## config.mk

```make
export PLATFORM = sky130hd
export DESIGN_NAME = pipo_share_arbiter
export DESIGN_NICKNAME = d
export VERILOG_FILES = /design/src/rtl/pipo_share_arbiter.sv
export SDC_FILE = /design/constraint.sdc
export NUM_CORES = 1
export LEC_CHECK = 0
export ABC_AREA = 1
export BUFFER_PORTS_ARGS = -buffer_cell sky130_fd_sc_hd__buf_2
export CELL_PAD_IN_SITES_DETAIL_PLACEMENT = 2
export CELL_PAD_IN_SITES_GLOBAL_PLACEMENT = 2
export CORE_MARGIN = 2
export CORE_UTILIZATION = 26
export DETAILED_ROUTE_END_ITERATION = 7
export PLACE_DENSITY_LB_ADDON = 0.15
export SLEW_MARGIN = 20
export SYNTH_ARGS = -nofsm -noshare
export SYNTH_HDL_FRONTEND = slang
export SYNTH_SLANG_ARGS = --single-unit
```

## constraint.sdc

```tcl
create_clock -name clk -period 3.9 [get_ports clk]
set_input_delay 0.78 -clock clk [delete_from_list [all_inputs] [get_ports clk]]
set_output_delay 0.78 -clock clk [all_outputs]
set_load 0.05 [all_outputs]
```

## src/rtl/pipo_share_arbiter.sv

```systemverilog
// Round-robin arbiter sharing one parallel-in/parallel-out register.
// Each grant loads the winner's word, then freezes it for HOLD_CYCLES.
module pipo_share_arbiter #(
  parameter int N_REQ       = 4,
  parameter int WIDTH       = 4,
  parameter int HOLD_CYCLES = 2,
  localparam int IW = (N_REQ > 1) ? $clog2(N_REQ) : 1
) (
  input  logic                   clk,
  input  logic                   rst,
  input  logic [N_REQ-1:0]       req,
  input  logic [N_REQ*WIDTH-1:0] req_data,
  input  logic                   clr,
  output logic [N_REQ-1:0]       gnt,
  output logic [WIDTH-1:0]       q,
  output logic                   q_valid,
  output logic [IW-1:0]          q_owner,
  output logic                   busy
);

  localparam int CW = (HOLD_CYCLES > 1) ? $clog2(HOLD_CYCLES) : 1;

  typedef enum logic {
    IDLE,
    HOLD
  } state_t;

  state_t            state_q, state_d;
  logic [IW-1:0]     ptr_q, ptr_d;
  logic [CW-1:0]     cnt_q, cnt_d;
  logic [WIDTH-1:0]  q_q, q_d;
  logic              valid_q, valid_d;
  logic [IW-1:0]     owner_q, owner_d;
  logic [N_REQ-1:0]  gnt_q, gnt_d;

  logic              found;
  logic [IW-1:0]     win;

  // Search ptr, ptr+1, ... with an explicit wrap back to 0.
  always_comb begin
    int idx;
    found = 1'b0;
    win   = '0;
    idx   = 0;
    for (int k = 0; k < N_REQ; k++) begin
      idx = int'(ptr_q) + k;
      if (idx >= N_REQ) idx = idx - N_REQ;
      if (!found && req[idx]) begin
        found = 1'b1;
        win   = IW'(idx);
      end
    end
  end

  always_comb begin
    state_d = state_q;
    ptr_d   = ptr_q;
    cnt_d   = cnt_q;
    q_d     = q_q;
    valid_d = valid_q;
    owner_d = owner_q;
    gnt_d   = '0;
    unique case (state_q)
      IDLE: begin
        if (clr) begin
          q_d     = '0;
          valid_d = 1'b0;
        end else if (found) begin
          q_d     = req_data[int'(win)*WIDTH +: WIDTH];
          valid_d = 1'b1;
          owner_d = win;
          gnt_d   = '0;
          gnt_d[win] = 1'b1;
          ptr_d   = (win == IW'(N_REQ-1)) ? '0 : win + 1'b1;
          cnt_d   = CW'(HOLD_CYCLES-1);
          state_d = HOLD;
        end
      end
      HOLD: begin
        if (cnt_q == '0) state_d = IDLE;
        else             cnt_d   = cnt_q - 1'b1;
        if (clr) begin
          q_d     = '0;
          valid_d = 1'b0;
        end
      end
      default: state_d = IDLE;
    endcase
  end

  always_ff @(posedge clk) begin
    if (rst) begin
      state_q <= IDLE;
      ptr_q   <= '0;
      cnt_q   <= '0;
      q_q     <= '0;
      valid_q <= 1'b0;
      owner_q <= '0;
      gnt_q   <= '0;
    end else begin
      state_q <= state_d;
      ptr_q   <= ptr_d;
      cnt_q   <= cnt_d;
      q_q     <= q_d;
      valid_q <= valid_d;
      owner_q <= owner_d;
      gnt_q   <= gnt_d;
    end
  end

  assign gnt     = gnt_q;
  assign q       = q_q;
  assign q_valid = valid_q;
  assign q_owner = owner_q;
  assign busy    = (state_q == HOLD);

endmodule

```

==> reports/summary.json <==
{
  "grt": {
    "grt.busiest_layer": "met2",
    "grt_usage_pct": 15.7,
    "met2_usage_pct": 29.9,
    "grt_first_pass_wirelength_mm": 5.43,
    "globalRouteOverflowTotal": 0,
    "grt_util_met3_pct": 1.52,
    "grt_start_max_net_pins": 13,
    "grt_pass1_vias": 1232,
    "met1_usage_pct": 18.6,
    "antenna_found_initial": 0
  },
  "clock_tree": {
    "cts_made_buffers": 3,
    "path_clk_slew_ns": 0.07,
    "post_cts_buffers": 0,
    "tritoncts_num_sinks": 15,
    "h-tree-depth": 1,
    "clockRootBuffer": "clkbuf_8",
    "tritoncts": "done",
    "clock_tree.buffer_depth": 2,
    "postCtsHoldBufs": 0,
    "clkLatencyLatePin_ns": 0.25,
    "cts_resized": 0
  },
  "timing": {
    "worst_slew_margin_rel_pct": 67.9,
    "finalHoldViolations": 0,
    "fin_worst_skew_ns": 0.000754,
    "final_worst_path_cycle_share_pct": 66.0,
    "timing.setup.tns_ns": 0,
    "worst-slew-pin-transition_ns": 0.481,
    "final_number_of_max_transition_violations": 0,
    "max_clock_freq_ghz": 0.389,
    "period_needed_ns": 2.57,
    "setup_viol": 0,
    "grt_setup_unrepaired": "false"
  },
  "final_layout": {
    "num-nets-final": 231,
    "multi_input_comb_area_um2": 626,
    "area.sequential_um2": 300,
    "fin_area_um2": 1290,
    "layout.filler_cells": 498,
    "syn_to_final_growth_pct": 24.9,
    "fin_util_pct": 34.4,
    "final_layout_size_suffix_gt1_share_pct": 26.6,
    "antennaDiodeCount": 0
  },
  "route": {
    "wl_mm": 3.22,
    "via_count_of_the_routed_design": 1138,
    "average_detailed_routed_wire_length_per_instance_um": 12.8,
    "drt-vias-per-instance": 4.53,
    "postRouteAntennaNets": 0,
    "detail_route.first_pass.iterations": 4,
    "initialDrtViolationCount": 36,
    "detail_route.drc_violations": 0
  },
  "die": {
    "design.portCount": 35,
    "fp.dieW_um": 67.0,
    "floorplan.initialDensity_pct": 27.5,
    "dieHeight_um": 67.0,
    "design.core.area_um2": 3740,
    "placementRows": 22,
    "total_die_area_um2": 4480
  },
  "setup_path": {
    "path_max_fanout": 12,
    "worst-endpoint-arrival_ns": 2.71,
    "worst_path_dominant_cell_family": "simple AND/OR/NAND/NOR gates",
    "crit_chain": "inv_2, nand2_1, nand3_2, nand2_2, inv_2, nand3_1, nand3_2, inv_1, ha_1, o21ai_0, a21oi_1",
    "reg2reg_setup_slack_ns": 1.33,
    "crit_path_top_delay_cell": "dfxtp_1",
    "worstSetupEndpointType": "register",
    "slowest_delay_ns": 0.62,
    "cp.buffers_inverters": 3,
    "cp-start-kind": "register",
    "path_class": "reg -> reg",
    "worst_ep_required_time_ns": 4.03
  },
  "logic_synthesis": {
    "synthesis.nets": 194,
    "synth_top_area_cells": "dfxtp_1 (29%), nand2_1 (26%), inv_1 (7.3%), nand3_1 (7.3%), ha_1 (4.9%)",
    "ys_seq_elements": 15,
    "yosys.area.top_type": "dfxtp_1",
    "synth_largest_type_area_fraction_pct": 29.1,
    "synth-seq-area-share_pct": 29.1,
    "syn-cell-area_um2": 1030,
    "gate_count_post_synth": 167,
    "synth_cell_type_count": 19,
    "synthesis.area_per_instance_um2": 6.17,
    "number_of_warning_messages_in_the_yosys_log": 0
  },
  "placement": {
    "place_area_um2": 1240,
    "buffer_ports.inserted": 34,
    "dp_hpwl_mm": 2.70,
    "gpl.final_weighted_congestion": 0.819
  },
  "hold_path": {
    "min_path_type": "reg -> reg"
  },
  "pwr": {
    "powerDensity_nw_per_um2": 965,
    "peakVddDrop_mv": 0.223,
    "p_leak_nw": 0.759
  },
  "run_status": {
    "run_status": "finished clean"
  },
  "job": {
    "cap_violations": 0
  }
}
==> worst min-delay path, delay by kind of cell (launching register included) <==
family        cells  cell delay, ns
simple gates      2            0.11
flops             1            0.31
==> Yosys cell counts (all sizes together) <==
library cell	count
nand2	79
nand3	19
a21oi	5
dfxtp	15
inv	23
nor2	12
o21ai	3
nand4	5
ha	4
buf	2
==> registers in the layout, indices dropped and copies added, names as in the netlist <==
signal,flops
gnt,4
q,4
ptr_q,2
q_owner,2
busy,1
cnt_q,1
q_valid,1
==> placed cells by master (no fill, tap or decap) <==
master	n
dfxtp_1	15
nor2_2	1
ha_1	4
nand2_2	7
nor2_1	10
inv_1	20
nand3_4	1
nand3_1	15
buf_2	34
nor2_8	1
inv_2	3
nand4_1	5
o21ai_0	2
nand3_2	3
nand2_1	72
a21oi_2	1
o21ai_1	1
clkbuf_1	1
a21oi_1	4
clkbuf_8	3
==> worst paths after layout <==
check | cells after the start | from | endpoint
worst max-delay path | 11 | ptr_q[0] | ptr_q[1]
worst min-delay path | 2 | q_valid | q_valid
worst max register to register | 11 | ptr_q[0] | ptr_q[1]
worst min register to register | 2 | q_valid | q_valid
==> power by group <==
group          total [W]  internal, W  switching, W
Combinational   0.000863     0.000240      0.000623
Sequential      0.000247     0.000204     0.0000431
Clock           0.000132    0.0000724     0.0000598
Total            0.00124     0.000516      0.000726
==> layer usage <==
metal	routed length, um	part of all wire (%)
met5	0	0
met4	0	0
met3	77	2.4
met2	1680	52
met1	1460	45
==> logic make-up after synthesis <==
| group | after synthesis | share of synthesized area (%) |
|---|---|---|
| adder cells (fa/ha/maj) | 4 | 4.85 |
| flip-flops | 15 | 29.1 |
| buffers and inverters | 25 | 10.2 |
| AND/OR/NAND/NOR | 115 | 51.6 |
| AO/OA/AOI/OAI | 8 | 4.25 |
==> metrics by stage <==
| stage | instances | hold slack [ns] | power [W] | setup WS, ns |
|---|---|---|---|---|
| after floorplan | 167 | 0.430 | 0.000944 | 1.75 |
| after global placement | 247 | 0.431 | 0.00109 | 1.34 |
| after detailed placement | 247 | 0.454 | 0.00113 | 1.19 |
| after CTS | 251 | 0.464 | 0.00127 | 1.29 |
| after global routing | 251 | 0.507 | 0.00138 | 0.989 |
| final | 251 | 0.463 | 0.00124 | 1.33 |
==> area by class of cell <==
type                            count  share of cell area, %
Clock buffer                        4                   3.50
Inverter                           23                   6.71
Multi-Input combinational cell    127                   48.6
Sequential cell                    15                   23.3
Tap cell                           48                   4.66
Timing Repair Buffer               34                   13.2
Power figures use the tool's default switching activity.
